`src/rtl/collatz_sync_resp.sv`:
```
// collatz_sync_resp
//   Responder for the sync valid/ready handshake. Accepts one start value,
//   iterates the Collatz map until it reaches 1 (or 0), and returns the
//   number of steps taken. Overflow of 3x+1 beyond N bits or reaching
//   MAX_STEPS terminates early with out_err set and the partial count.
//
//   Optional build macro: COLLATZ_SKIP_EN
//     When defined, an odd step also performs the following halving in the
//     same cycle (cnt += 2). Results are identical; only latency shrinks.
//
// Ports
//   clk        in   system clock, rising edge
//   nrst       in   asynchronous active-low reset
//   in_valid   in   request strobe
//   in_ready   out  idle, able to accept
//   in0        in   start value (N bits), sampled on accept
//   out_valid  out  result available, held until consumed
//   out_ready  in   initiator consumes result
//   out0       out  step count (partial count on error)
//   out_err    out  overflow or step limit reached
module collatz_sync_resp #(
    parameter int N         = 27,
    parameter int MAX_STEPS = 1023
) (
    input  logic         clk,
    input  logic         nrst,
    input  logic         in_valid,
    output logic         in_ready,
    input  logic [N-1:0] in0,
    output logic         out_valid,
    input  logic         out_ready,
    output logic [N-1:0] out0,
    output logic         out_err
);

    typedef enum logic [1:0] {
        IDLE = 2'd0,
        RUN  = 2'd1,
        DONE = 2'd2
    } state_t;

    state_t       state_q, state_d;
    logic [N-1:0] x_q, x_d;
    logic [N-1:0] cnt_q, cnt_d;
    logic         in_ready_q, in_ready_d;
    logic         out_valid_q, out_valid_d;
    logic [N-1:0] out0_q, out0_d;
    logic         out_err_q, out_err_d;

    // 3x+1 at N+2 bits so overflow past N bits is visible in the top bits
    logic [N+1:0] t;
    // Step counter widened so the MAX_STEPS compare works for any N
    logic [63:0]  cnt_w;
    logic         at_max;

    always_comb begin
        t      = ({2'b00, x_q} << 1) + {2'b00, x_q} + (N+2)'(1);
        cnt_w  = 64'(cnt_q);
        at_max = (cnt_w == 64'(MAX_STEPS));

        state_d     = state_q;
        x_d         = x_q;
        cnt_d       = cnt_q;
        in_ready_d  = in_ready_q;
        out_valid_d = out_valid_q;
        out0_d      = out0_q;
        out_err_d   = out_err_q;

        case (state_q)
            IDLE: begin
                if (in_valid && in_ready_q) begin
                    x_d        = in0;
                    cnt_d      = '0;
                    in_ready_d = 1'b0;
                    state_d    = RUN;
                end
            end
            RUN: begin
                if (x_q <= N'(1)) begin
                    out0_d      = cnt_q;
                    out_err_d   = 1'b0;
                    out_valid_d = 1'b1;
                    state_d     = DONE;
                end else if (at_max) begin
                    out0_d      = cnt_q;
                    out_err_d   = 1'b1;
                    out_valid_d = 1'b1;
                    state_d     = DONE;
                end else if (!x_q[0]) begin
                    x_d   = x_q >> 1;
                    cnt_d = cnt_q + N'(1);
                end else if (t[N+1:N] != 2'b00) begin
                    out0_d      = cnt_q;
                    out_err_d   = 1'b1;
                    out_valid_d = 1'b1;
                    state_d     = DONE;
                end else begin
`ifdef COLLATZ_SKIP_EN
                    // t is even, so its halving step is folded in here unless
                    // the double step would run past the step limit.
                    if (cnt_w + 64'd2 <= 64'(MAX_STEPS)) begin
                        x_d   = t[N:1];
                        cnt_d = cnt_q + N'(2);
                    end else begin
                        x_d   = t[N-1:0];
                        cnt_d = cnt_q + N'(1);
                    end
`else
                    x_d   = t[N-1:0];
                    cnt_d = cnt_q + N'(1);
`endif
                end
            end
            DONE: begin
                if (out_ready) begin
                    out_valid_d = 1'b0;
                    in_ready_d  = 1'b1;
                    state_d     = IDLE;
                end
            end
            default: begin
                state_d     = IDLE;
                in_ready_d  = 1'b1;
                out_valid_d = 1'b0;
            end
        endcase
    end

    always_ff @(posedge clk or negedge nrst) begin
        if (!nrst) begin
            state_q     <= IDLE;
            x_q         <= '0;
            cnt_q       <= '0;
            in_ready_q  <= 1'b1;
            out_valid_q <= 1'b0;
            out0_q      <= '0;
            out_err_q   <= 1'b0;
        end else begin
            state_q     <= state_d;
            x_q         <= x_d;
            cnt_q       <= cnt_d;
            in_ready_q  <= in_ready_d;
            out_valid_q <= out_valid_d;
            out0_q      <= out0_d;
            out_err_q   <= out_err_d;
        end
    end

    assign in_ready  = in_ready_q;
    assign out_valid = out_valid_q;
    assign out0      = out0_q;
    assign out_err   = out_err_q;

endmodule

```
`config.mk`:
```
export PLATFORM = sky130hd
export DESIGN_NAME = collatz_sync_resp
export DESIGN_NICKNAME = d
export VERILOG_FILES = /design/src/rtl/collatz_sync_resp.sv
export SDC_FILE = /design/constraint.sdc
export NUM_CORES = 1
export LEC_CHECK = 0
export ABC_AREA = 1
export CORE_AREA = 2 2 110 139
export CTS_CLUSTER_SIZE = 28
export DETAILED_ROUTE_END_ITERATION = 8
export DIE_AREA = 0 0 112 141
export DONT_BUFFER_PORTS = 1
export PLACE_DENSITY_LB_ADDON = 0.2
export SLEW_MARGIN = 10
export SYNTH_ARGS = -nofsm -noshare
export SYNTH_HDL_FRONTEND = slang
export SYNTH_SLANG_ARGS = --single-unit
```
`constraint.sdc`:
```
create_clock -name clk -period 6.1 [get_ports clk]
set_input_delay 0.915 -clock clk [delete_from_list [all_inputs] [get_ports clk]]
set_output_delay 0.915 -clock clk [all_outputs]
set_load 0.01 [all_outputs]
```
## Yosys cells after proc, flatten, opt, wreduce, memory -nomap -nowiden

Index checks and enable logic that the tools add are counted.

- Bits in registers: 86
- Logic and storage cells: 69

- Add/sub/neg operators: 3
- Order comparisons: 1
- Equality and inequality tests: 10
- Multiplexer cells: 33
- Bitwise logic cells: 2
- Reduce and logical (&&, ||, !) cells: 12

Operators by type and width:

| cell | count |
|---|---|
| 2-to-1 mux 27 bit | 14 |
| case mux 27 bit (2 select lines) | 2 |
| adder 28 x 27 -> 29 bit | 1 |
| adder 29 x 1 -> 29 bit (second input constant) | 1 |
| adder 27 x 1 -> 27 bit (second input constant) | 1 |
| == test 27 x 10 -> 1 bit (second input constant) | 1 |
| <= comparator 27 x 1 -> 1 bit (second input constant) | 1 |
| 2-to-1 mux 2 bit | 6 |
| AND reduction 4 bit | 3 |
| 2-to-1 mux 1 bit | 8 |
| inequality test 2 bit (second input constant) | 4 |
| inequality test 4 bit (second input constant) | 2 |
| case mux 1 bit (3 select lines) | 2 |
| case mux 2 bit (3 select lines) | 1 |
| AND reduction 3 bit | 2 |
| nonzero test 3 bit | 2 |
| AND reduction 5 bit | 1 |
| nonzero test 2 bit | 2 |
| inequality test 3 bit (second input constant) | 1 |
| == test 2 x 1 -> 1 bit (second input constant) | 1 |
| == test 2 bit (second input constant) | 1 |
| zero test 2 bit | 1 |
| NOT 1 bit | 2 |
| logical AND 1 bit | 1 |

## Depth between registers and ports, before layout

Gate-level depths: netlist of the first run.

- Depth after elaboration: 8
- Gate-level depth with buffers: 20
- Gate-level depth less buffers: 18

## Worst setup path after synthesis of the first run

OpenSTA, ideal clock, no wires.

- Path kind: flip-flop to flip-flop
- From: register x_q[2]
- To: register cnt_q[5]
- Library setup time: 0.121 ns
- Data arrival time: 2.218 ns
- Required time: 5.979 ns
- Setup slack: 3.761 ns
- Cell stages (with the launch flop): 19
- Buffers on the path: 2
- Clock period less this slack: 2.339 ns
- Path through: dfrtp_1 > inv_1 > ha_1 > nand2_1 > nand2_1 > inv_2 > o21ai_2 > nand2_1 > nand2_2 > nand2_1 > nand2_2 > a21oi_4 > nand2_4 > nand2_4 > nand2_4 > nand2_4 > buf_8 > buf_6 > o21ai_2

- Longest elaborated chain between the ends: 5
- Elaborated cells on any way between the ends: 7
- Those cells by class: add/sub (2); order compare (1); eq/ne (2); reduce/logical (2)

RTL lines:

| element | RTL line | source |
|---|---|---|
| from (decl) | 43 | `logic [N-1:0] x_q, x_d;` |
| from (signal assigned) | 132 | `x_q <= '0;` |
| from (signal assigned) | 140 | `x_q <= x_d;` |
| adder 28 x 27 -> 29 bit | 57 | `t = ({2'b00, x_q} << 1) + {2'b00, x_q} + (N+2)'(1);` |
| adder 29 x 1 -> 29 bit | 57 |  |
| nonzero test 2 bit | 92 | `end else if (t[N+1:N] != 2'b00) begin` |
| inequality test 3 bit (no line) | - |  |
| AND reduction 5 bit (no line) * | - |  |
| to (signal assigned) | 141 | `cnt_q <= cnt_d;` |
| to (decl) | 44 | `logic [N-1:0] cnt_q, cnt_d;` |

Every way passes the cells marked *; elsewhere a longest branch is shown, timed or not.
A chain may end at the register's enable or synchronous reset.

## Worst setup path in the final report of the first run

- From: register x_q[2]
- To: register out0_q[1], in the netlist out0[1]

- Longest elaborated chain between the ends: 5
- Elaborated cells on any way between the ends: 8
- Those cells by class: add/sub (2); order compare (1); mux (1); reduce/logical (4)

RTL lines:

| element | RTL line | source |
|---|---|---|
| adder 28 x 27 -> 29 bit | 57 |  |
| adder 29 x 1 -> 29 bit | 57 |  |
| nonzero test 2 bit | 92 |  |
| nonzero test 3 bit (no line) | - |  |
| AND reduction 3 bit (no line) | - |  |
| to (signal assigned) | 144 | `out0_q <= out0_d;` |
| to (decl) | 47 | `logic [N-1:0] out0_q, out0_d;` |

Parallel ways exist; a longest one is shown, timed or not.

==> summary.md, run 1 <==
| Metric | Value |
|---|---|
| Status | `completed` |
| Crit path DAT | `3.93 ns` |
| Dpl cells | `1262` |
| Yosys cell types | `39` |
| WL met3 | `617 um` |
| Via/cell ratio | `around 5.4` |
| Internal Dissipation | `about 1.8 mW` |
| Post-DRT Antenna Nets | `0` |
| Worst VDD drop | `0.255 mV` |
| Grt ovf | `0` |
| Comb power frac | `0.650` |
| Hold Crit Class | `primary input to asynchronous set/reset pin` |
| Area after DPL | `7830 um2` |
| Crit Path Category | `flop to flop` |
| Highest clock rate | `267 MHz` |
| Fin util | `0.555` |
| Syn Nets | `1203` |
| Metal2 WL | `11400 um` |
| End of the critical path | `out0[1]` |
| Setup Buffers After CTS | `0` |
| Synth warn | `0` |
| Die height | `141 um` |
| R2R Setup Slk | `2.36 ns` |
| First-pass GRT wire length | `between 30000 and 40000 um` |
| Count of state elements after synthesis | `86` |
| P_leak | `about 4.0 nW` |
| CTS tree | `built` |
| Seq pwr share | `0.210` |
| Num CTS Buffers | `9` |
| Post-CTS Resized | `0` |
| # rows | `50` |
| CTS H-tree depth | `3` |
| Switching Fraction | `0.555` |
| Mean routed wirelength per cell | `16.5 um` |
| Post-route cell area | `~8100 um2` |
| Share of layout cells above drive strength 1 | `0.146` |
| Final hold vios | `0` |
| Clock transition at the registers of the reported paths | `around 0.080 ns` |
| FFs w/ async S/R, synth | `1.00` |
| Sequential Area | `2150 um2` |
| First-pass detailed-route iteration total | `5` |
| P per Cell Area | `496 nW/um2` |
| Die W | `112 um` |
| Final WL | `21100 um` |
| GRT Util Overall | `0.280` |
| Most used DFF post-synth | `dfrtp_1` |
| Max-cap viol count | `0` |
| Pre-CTS WS | `about 2.4 ns` |
| Worst setup SP type | `flop` |
| Ant. Diodes | `0` |
| Sw Pwr | `between 2 and 2.5 mW` |
| Worst Setup SP | `x_q[2]` |
| Post-CTS Hold Fix Bufs | `0` |
| Syn avg cell area | `slightly above 7 um2` |
| I/O pin cnt | `61` |
| Via count | `about 6900` |
| Die area | `15800 um2` |
| Routability cong. | `0.961` |
| Top routing layer used | `met4` |
| CTS sink cnt | `86` |
| Sequential share of the synthesized area | `0.275` |
| Initial antenna violation count | `0` |
| Area occupied by multi-input gates | `4830 um2` |
| Slew of the pin with the lowest slew margin | `between 1 and 1.5 ns` |
| Worst reg2reg startpoint | `x_q[2]` |
| Type of destination of the critical path | `flop` |
| Final setup margin | `roughly 2.4 ns` |
| Mapped Area | `about 7800 um2` |
| Port bufs | `0` |
| Vias in the first global route | `6973` |
| Root buf cell | `clkbuf_16` |
| Filler instances | `between 1000 and 1500` |
| M1 wire length | `8190 um` |
| Post-synthesis instance total | `between 1000 and 1500` |
| Initial Util | `0.536` |
| Worst Path Required | `6.29 ns` |
| Period Utilization, post-route | `0.613` |
| Area grow syn2layout | `3.57%` |
| Slew Limit Fails | `0` |
| Final worst path period need | `approximately 3.7 ns` |
| Largest net degree at the start of global routing | `87` |
| Overall power | `slightly above 4 mW` |
| # DRC | `0` |
| Non-Filler Instances | `1278` |
| Worst reg2reg path depth | `16` |
| # setup viols final | `0` |
| Worst hold slack | `0.246 ns` |
| Final #Nets | `approximately 1200` |
| Clock latency on the worst-skew pair | `0.36 ns` |
| Post-DP HPWL | `15700 um` |
| CTS Buffer Depth | `2` |
| Core ar. | `between 10000 and 15000 um2` |
| Iteration-0 DRC Markers | `391` |
| Clock share of power | `0.140` |
| Setup TNS | `0 ns` |
| RR Endpoint | `out0[1]` |
| Clock Skew | `0.0112 ns` |
| CP Max Fanout | `58` |
| Relative slew slack | `0.270` |
| Post-synth EDFFs | `0` |
| RSZ-0062 raised after global routing | `false` |
[metal layers]
| layer | vias to the layer above | global-route usage |
|---|---|---|
| met5 | - | 0 |
| met4 | 0 | 0.140 |
| met3 | 62 | 0.0357 |
| met2 | 149 | 0.531 |
| met1 | 3167 | 0.303 |
| li1 | 3499 | - |
[cell families (layout without fill, tap and decap cells)]
logic type / Yosys count / after routing / synth area share
and+or+nand+nor: 623 / 623 / 0.388
buffers and inverters: 192 / 177 / 0.109
AOI/OAI and AO/OA: 120 / 120 / 0.0981
DFF: 86 / 86 / 0.275
adders and majority gates: 61 / 61 / 0.0983
xor gates and xnor gates: 29 / 29 / 0.0324
[state kept, by name (all words and copies together), names as in the netlist]
register,count
in_ready,1
out0,27
out_err,1
cnt_q,27
out_valid,1
x_q,27
state_q,2
[critical path, stage by stage, from the launching register on]
cell,delay (ns)
dfrtp_1,0.45
inv_1,0.13
ha_1,0.37
nand2_1,0.09
nand2_1,0.07
inv_2,0.06
o21ai_2,0.08
nand2_1,0.09
nand2_2,0.10
nand2_1,0.09
nand2_2,0.11
a21oi_4,0.66
nand2_4,0.12
nand2_4,0.13
nand2_4,0.08
nand2_4,0.74
o21ai_0,0.18
[power by group through the flow]
stage	Combinational, mW	Sequential [mW]	Clock, mW
5_1_grt	2.97	0.873	0.594
6_report	2.62	0.848	0.564
2_1_floorplan	2.15	0.818	0
4_1_cts	2.63	0.850	0.578
3_5_place_dp	2.61	0.859	0
3_3_place_gp	2.61	0.855	0
[cells in the mapped netlist, types with 2 or more instances]
cell type	count	area, um2
nor3_1	23	115
xor2_1	28	245
o21ai_2	37	324
o21ai_0	24	120
buf_6	2	22.5
a31oi_1	2	12.5
o21bai_1	2	15.0
nand2_1	328	1230
nand3_1	47	235
clkbuf_1	15	56.3
nor4_1	7	43.8
nand2_2	6	37.5
nand3_2	25	250
nand2_4	26	293
or2_2	24	150
inv_2	12	45.0
nor2_2	5	31.3
buf_8	2	30.0
nand4_1	50	313
a21oi_1	44	220
buf_12	5	100
nor2_1	77	289
dfrtp_1	85	2130
o21ai_1	6	30.0
a211oi_1	3	22.5
buf_2	9	45.0
inv_1	146	548
ha_1	60	751
[worst min path at each step]
stage,cells after the start,slack [ns],from,end
6_report,0,0.25,nrst,x_q[12]
5_1_grt,0,0.23,nrst,x_q[22]
4_1_cts,0,0.24,nrst,x_q[8]
3_5_place_dp,2,0.53,cnt_q[1],cnt_q[1]
3_3_place_gp,2,0.51,cnt_q[1],cnt_q[1]
2_1_floorplan,2,0.48,cnt_q[1],cnt_q[1]
[cells in the final DEF (no fill, tap or decap), types with 2 or more instances in the layout]
cell type and count:
nand2_1 328, inv_1 146, dfrtp_1 85, nor2_1 77, ha_1 60, nand4_1 50
nand3_1 47, a21oi_1 44, o21ai_2 37, xor2_1 28, nand2_4 26, nand3_2 25
o21ai_0 24, or2_2 24, nor3_1 23, inv_2 12, clkbuf_16 9, nor4_1 7
nand2_2 6, o21ai_1 6, nor2_2 5, a211oi_1 3, buf_4 3, o21bai_1 2
a31oi_1 2, inv_6 2, clkinvlp_4 2
[layout make-up]
cell class	count	share of cell area
Timing Repair Buffer	3	0.00277
Multi-Input combinational cell	833	0.595
Sequential cell	86	0.265
Inverter	158	0.0730
Clock inverter	6	0.00647
Clock buffer	10	0.0294
Tap cell	182	0.0280
Note: power is estimated with default switching activity, not from simulation.
==> run 2, diff against run 1 <==
--- a/config.mk
+++ b/config.mk
@@ -5,11 +5,11 @@
 export SDC_FILE = /design/constraint.sdc
 export NUM_CORES = 1
 export LEC_CHECK = 0
-export ABC_AREA = 1
-export CORE_AREA = 2 2 110 139
+export ABC_AREA = 0
+export CORE_AREA = 2 2 98 123
 export CTS_CLUSTER_SIZE = 28
 export DETAILED_ROUTE_END_ITERATION = 8
-export DIE_AREA = 0 0 112 141
+export DIE_AREA = 0 0 100 125
 export DONT_BUFFER_PORTS = 1
 export PLACE_DENSITY_LB_ADDON = 0.2
 export SLEW_MARGIN = 10
==> constraint.sdc (replaced) <==
create_clock -name clk -period 3.8 [get_ports clk]
set_input_delay 0.57 -clock clk [delete_from_list [all_inputs] [get_ports clk]]
set_output_delay 0.57 -clock clk [all_outputs]
set_load 0.01 [all_outputs]
==> run 2 against run 1 <==
Against the previous run:
- sequential power increased by 7.9%
- sequential cell count is the same
- first-iteration DRC count is 39% lower
- register-to-register slack got worse by 2.1 ns
- clock-buffer cell count down 1
- utilization grew 2.3 points
==> summary.md, run 2 <==
| Metric | Value |
|---|---|
| Crit path DAT | `3.82 ns (-0.11 ns)` |
| Worst setup SP type | `flop` |
| Worst Setup SP | `x_q[2]` |
| Slew of the pin with the lowest slew margin | `0.963 ns (-0.131 ns)` |
| Initial antenna violation count | `0 (unchanged)` |
| Synth area leaders | `dfrtp_1 (35%), ha_1 (12%), mux2_2 (4.2%)` |
| Clock Skew | `0.00869 ns (-0.00253 ns)` |
| Comb power frac | `0.011 (-0.639)` |
| Internal Dissipation | `1.51 mW (-16%)` |
| Routability cong. | `0.895 (-6.9%)` |
| Iteration-0 DRC Markers | `238 (-39%)` |
| Worst hold slack | `0.0579 ns (-0.188 ns)` |
| Worst Path Required | `4.06 ns (-2.23 ns)` |
| Max-cap viol count | `0 (unchanged)` |
| Syn avg cell area | `9.15 um2 (+30%)` |
| Initial Util | `0.532 (-0.00327)` |
| Crit path top cell by count | `a21oi_1` |
| Final hold vios | `0 (unchanged)` |
| Die height | `125 um (-11%)` |
| Share of layout cells above drive strength 1 | `0.107 (-0.0392)` |
| Die W | `100 um (-11%)` |
| Post-DP HPWL | `11400 um (-27%)` |
| First-pass GRT wire length | `26300 um (-25%)` |
| Final #Nets | `752 (-36%)` |
| Highest clock rate | `281 MHz (+5.2%)` |
| First-pass detailed-route iteration total | `4 (-1)` |
| GRT Util Overall | `0.265 (-0.0147)` |
| Die area | `12500 um2 (-21%)` |
| Sequential share of the synthesized area | `0.353 (+0.0786)` |
| Grt ovf | `0 (unchanged)` |
| Post-DRT Antenna Nets | `0 (unchanged)` |
| Mean routed wirelength per cell | `19.8 um (+20%)` |
| Dominant cell by count in the synthesized netlist | `dfrtp_1` |
| CTS Buffer Depth | `2 (unchanged)` |
| Relative slew slack | `0.358 (+0.0883)` |
| Post-CTS Resized | `0 (unchanged)` |
| Root buf cell | `clkbuf_16` |
| Crit Path Category | `flop to flop` |
| Final setup margin | `0.243 ns (-2.12 ns)` |
| Most frequent cells in the layout | `dfrtp_1 (85), nor2_1 (67), ha_1 (60)` |
| P_leak | `3.10 nW (-22%)` |
| R2R Setup Slk | `0.24 ns (-2.12 ns)` |
| CP cell instances | `inv_1 > ha_1 > a21oi_1 > nand2_1 > a21oi_4 > o31ai_2 > a311oi_4 > a2bb2oi_4 > o21ai_4 > buf_4 > or4_1 > a21oi_1` |
| Clock latency on the worst-skew pair | `0.35 ns (about the same)` |
| Buf/Inv on CP | `2 (unchanged)` |
| Yosys cell types | `69 (+77%)` |
| P per Cell Area | `292 nW/um2 (-41%)` |
| # rows | `44 (-12%)` |
| CTS sink cnt | `86 (unchanged)` |
| CP max-delay cell | `or4_1` |
| CTS H-tree depth | `3 (unchanged)` |
| Post-synthesis instance total | `666 (-40%)` |
| Seq pwr share | `0.473 (+0.263)` |
| Area after DPL | `6260 um2 (-20%)` |
| Largest net degree at the start of global routing | `86 (-1.1%)` |
| Count of state elements after synthesis | `86 (unchanged)` |
| Delay-heaviest family, CP | `compound AO/OA/AOI/OAI gates` |
| Overall power | `1.93 mW (-52%)` |
| Synth top cells by count | `dfrtp_1 (85), nor2_1 (67), ha_1 (60)` |
| CP Max Fanout | `18 (-69%)` |
| Syn Nets | `758 (-37%)` |
| # setup viols final | `0 (unchanged)` |
| Port bufs | `0 (unchanged)` |
| Status | `completed` |
| Share of the synthesized area in the top cell type | `0.349 (+0.0776)` |
| Commonest non-fill, non-tap cell in the layout | `dfrtp_1` |
| Synth warn | `0 (unchanged)` |
| Via/cell ratio | `6.26 (+16%)` |
| Via count | `5029 (-27%)` |
| Setup Buffers After CTS | `0 (unchanged)` |
| # DRC | `0 (unchanged)` |
| Final worst path period need | `3.56 ns (-0.184 ns)` |
| Vias in the first global route | `5220 (-25%)` |
| Sw Pwr | `429 uW (-81%)` |
| Most used DFF post-synth | `dfrtp_1` |
| Non-Filler Instances | `803 (-37%)` |
| Largest area contributor in the netlist | `dfrtp_1` |
| Crit-path max cell delay | `0.51 ns (-0.23 ns)` |
| Area grow syn2layout | `8.58%` |
| Mapped Area | `6100 um2 (-22%)` |
| Dpl cells | `786 (-38%)` |
| Final WL | `15900 um (-25%)` |
| Type of destination of the critical path | `flop` |
| Period Utilization, post-route | `0.936 (+0.323)` |
| Ant. Diodes | `0 (unchanged)` |
| Num CTS Buffers | `9 (unchanged)` |
| Hold Crit Class | `primary input to asynchronous set/reset pin` |
| Clock share of power | `0.516 (+0.376)` |
| Pre-CTS WS | `0.255 ns (-2.12 ns)` |
| RSZ-0062 raised after global routing | `false` |
| I/O pin cnt | `61 (unchanged)` |
| Setup TNS | `0 ns (unchanged)` |
| Clock transition at the registers of the reported paths | `0.07 ns (about the same)` |
| Post-synth EDFFs | `0 (unchanged)` |
| Worst reg2reg startpoint | `x_q[2]` |
| FFs w/ async S/R, synth | `1.00 (unchanged)` |
| Worst VDD drop | `0.286 mV (+12%)` |
| Slew Limit Fails | `0 (unchanged)` |
| CTS tree | `built` |
| Fin util | `0.578 (+0.0233)` |
| Switching Fraction | `0.222 (-0.334)` |
| Core ar. | `11500 um2 (-22%)` |
| Post-route cell area | `6620 um2 (-18%)` |
## run 2: per-layer routing
metal	vias to the layer above	GRT usage	wire length, um
met4	0	0.115	495
met2	88	0.477	8330
met1	2480	0.303	6400
li1	2434	-	-
met5	-	0	0
met3	27	0.0475	701
## run 2: cells by family after synthesis
family	share of synthesized area
compound gates	0.219
xor+xnor	0.0417
simple gates	0.162
buf+inv	0.0443
mux	0.0531
fa+ha+maj	0.126
flops	0.353
## run 2: worst paths after layout
path	end	cells after the start
hold reg to reg	cnt_q[1]	2
setup / recovery	cnt_q[14]	12
min in group clk	x_q[0]	2
hold / removal	in_ready	0
max in group asynchronous	out0[14]	1
setup reg to reg	cnt_q[14]	12
## run 2: cell type report
cell class	count	area, um2
fillers	1030	4830
multi-input cells	513	3690
flip-flops and latches	86	2150
clock buffers	9	225
well taps	138	173
inverters	38	143
repair buffers	12	135
clock inverters	7	103
## run 2: power by group through the flow
stage / Combinational, mW / Sequential, mW / Clock, mW
global placement: 0.00204 / 0.933 / 0
detailed placement: 0.00218 / 0.933 / 0
finish: 0.0222 / 0.915 / 0.998
global route: 0.0269 / 0.914 / 1.05
CTS: 0.0238 / 0.915 / 1.01
floorplan: 0.00188 / 0.933 / 0
## run 2: repair_timing
item,CTS,global route
hold buffers,1,0
endpoints found under the hold margin,85,0
endpoints found under the setup margin,0,4
==> run 3, diff against run 2 <==
--- a/config.mk
+++ b/config.mk
@@ -6,10 +6,10 @@
 export NUM_CORES = 1
 export LEC_CHECK = 0
 export ABC_AREA = 0
-export CORE_AREA = 2 2 98 123
+export CORE_AREA = 2 2 102 129
 export CTS_CLUSTER_SIZE = 28
 export DETAILED_ROUTE_END_ITERATION = 8
-export DIE_AREA = 0 0 100 125
+export DIE_AREA = 0 0 104 131
 export DONT_BUFFER_PORTS = 1
 export PLACE_DENSITY_LB_ADDON = 0.2
 export SLEW_MARGIN = 10
==> run 3 against run 2 <==
Against the previous run:
- largest power group unchanged
- highest routed layer unchanged
- combinational power up 2%
- utilization is 4.3 points lower
- register-to-register slack improved by 0.05 ns
==> summary.md, run 3 (synthesis results as in run 2) <==
| Metric | Value |
|---|---|
| Setup Buffers After CTS | `0 (unchanged)` |
| Post-route cell area | `6660 um2 (+0.55%)` |
| Port bufs | `0 (unchanged)` |
| Clock transition at the registers of the reported paths | `0.07 ns (about the same)` |
| Root buf cell | `clkbuf_16` |
| Vias in the first global route | `5259 (+0.75%)` |
| I/O pin cnt | `61 (unchanged)` |
| Worst setup SP type | `flop` |
| Filler instances | `1148 (+11%)` |
| First-pass detailed-route iteration total | `5 (+1)` |
| # DRC | `0 (unchanged)` |
| Grt ovf | `0 (unchanged)` |
| Comb power frac | `0.012 (about the same)` |
| R2R Setup Slk | `0.29 ns (+0.05 ns)` |
| CP Max Fanout | `30 (+12)` |
| Slew of the pin with the lowest slew margin | `0.976 ns (+0.0135 ns)` |
| Share of layout cells above drive strength 1 | `0.108 (+0.00134)` |
| Crit path DAT | `3.73 ns (-0.09 ns)` |
| Final hold vios | `0 (unchanged)` |
| CTS sink cnt | `86 (unchanged)` |
| Initial antenna violation count | `0 (unchanged)` |
| CTS Buffer Depth | `2 (unchanged)` |
| Seq pwr share | `0.473 (about the same)` |
| Sw Pwr | `415 uW (-3.3%)` |
| Die height | `131 um (+4.8%)` |
| GRT Util Overall | `0.245 (-0.0198)` |
| Routability cong. | `0.906 (+1.2%)` |
| Metal2 WL | `8610 um (+3.3%)` |
| Area grow syn2layout | `9.17%` |
| CTS H-tree depth | `3 (unchanged)` |
| Worst hold slack | `0.0652 ns (+0.00725 ns)` |
| # rows | `46 (+4.5%)` |
| Via count | `5186 (+3.1%)` |
| Clock latency on the worst-skew pair | `0.34 ns (about the same)` |
| Clock share of power | `0.515 (about the same)` |
| Num CTS Buffers | `9 (unchanged)` |
| Slew Limit Fails | `0 (unchanged)` |
| Setup TNS | `0 ns (unchanged)` |
| Final worst path period need | `3.51 ns (-0.0468 ns)` |
| Final #Nets | `753 (+0.13%)` |
| P_leak | `3.10 nW (about the same)` |
| Via/cell ratio | `6.22 (-0.71%)` |
| Crit Path Category | `flop to flop` |
| Mean routed wirelength per cell | `19.7 um (-0.72%)` |
| Core ar. | `12400 um2 (+8.6%)` |
| Post-DP HPWL | `11700 um (+1.9%)` |
| Fin util | `0.535 (-0.0427)` |
| Period Utilization, post-route | `0.924 (-0.0123)` |
| Area after DPL | `6300 um2 (+0.52%)` |
| Final WL | `16400 um (+3.1%)` |
| First-pass GRT wire length | `26500 um (+0.65%)` |
| Internal Dissipation | `1.52 mW (+0.89%)` |
| Iteration-0 DRC Markers | `358 (+50%)` |
| Max-cap viol count | `0 (unchanged)` |
| Largest net degree at the start of global routing | `86 (unchanged)` |
| # setup viols final | `0 (unchanged)` |
| Worst Path Required | `4.02 ns (-0.04 ns)` |
| Worst VDD drop | `0.263 mV (-8.1%)` |
| Die W | `104 um (+4.0%)` |
| Commonest non-fill, non-tap cell in the layout | `dfrtp_1` |
| Hold Crit Class | `primary input to asynchronous set/reset pin` |
| Initial Util | `0.490 (-0.0420)` |
| Status | `completed` |
| Ant. Diodes | `0 (unchanged)` |
| Relative slew slack | `0.349 (-0.00897)` |
| Type of destination of the critical path | `flop` |
| Die area | `13600 um2 (+9.0%)` |
| Highest clock rate | `285 MHz (+1.3%)` |
| Post-DRT Antenna Nets | `0 (unchanged)` |
| M1 wire length | `6500 um (+1.5%)` |
| P per Cell Area | `291 nW/um2 (-0.58%)` |
| WL met3 | `772 um (+10%)` |
| Most frequent cells in the layout | `dfrtp_1 (85), nor2_1 (67), ha_1 (60)` |
| Switching Fraction | `0.214 (-0.00715)` |
| Top routing layer used | `met4` |
| Clock Skew | `0.00919 ns (+0.000499 ns)` |
| CTS tree | `built` |
| RSZ-0062 raised after global routing | `false` |
## run 3: timing repair
action / in CTS / in global routing
hold buffers: 1 / 0
gates resized for setup: 0 / 0
endpoints found under the hold margin: 85 / 0
## run 3: final timing paths
path / end / from / depth (start not counted)
worst max-delay path: out0[26] / x_q[19] / 12
worst min-delay path: in_ready / nrst / 0
worst max register to register: out0[26] / x_q[19] / 12
worst min register to register: cnt_q[1] / cnt_q[1] / 2
max in group asynchronous: state_q[0] / nrst / 1
min in group clk: x_q[26] / in0[26] / 2
## run 3: area by class of cell
| cell class | count | area (um2) | share of cell area |
|---|---|---|---|
| Clock buffer | 10 | 239 | 0.0359 |
| Clock inverter | 6 | 92.6 | 0.0139 |
| Inverter | 38 | 143 | 0.0214 |
| Multi-Input combinational cell | 513 | 3690 | 0.554 |
| Sequential cell | 86 | 2150 | 0.323 |
| Tap cell | 168 | 210 | 0.0316 |
| Timing Repair Buffer | 13 | 130 | 0.0195 |
## run 3: metrics by stage
stage / power [mW] / instances / setup WS [ns]
floorplan: 0.935 / 666 / 0.802
global placement: 0.935 / 817 / 0.426
detailed placement: 0.935 / 817 / 0.350
CTS: 1.95 / 834 / 0.321
global route: 1.99 / 834 / 0.0708
finish: 1.93 / 834 / 0.290
## run 3: per-layer routing
| metal | GRT usage | up-vias |
|---|---|---|
| met5 | 0 | - |
| met3 | 0.0332 | 29 |
| met1 | 0.279 | 2570 |
| met4 | 0.109 | 0 |
| li1 | - | 2438 |
| met2 | 0.462 | 149 |
## run 3: critical path: stages, from the launching register on
cell and delay (ns):
dfrtp_1 0.48, inv_1 0.10, ha_1 0.44, nand2_1 0.11, nor2_1 0.26, nand3_1 0.13, a211oi_2 0.23, mux2i_1 0.43
o2bb2ai_1 0.23, nand2_1 0.15, a31oi_4 0.22, buf_12 0.22, mux2_2 0.36
## run 3: power groups by stage
| stage | Sequential [mW] | Combinational, mW | Clock (mW) |
|---|---|---|---|
| final | 0.915 | 0.0226 | 0.997 |
| after detailed placement | 0.933 | 0.00232 | 0 |
| after CTS | 0.915 | 0.0246 | 1.01 |
| after global placement | 0.933 | 0.00207 | 0 |
| after floorplan | 0.933 | 0.00188 | 0 |
| after global routing | 0.914 | 0.0273 | 1.05 |
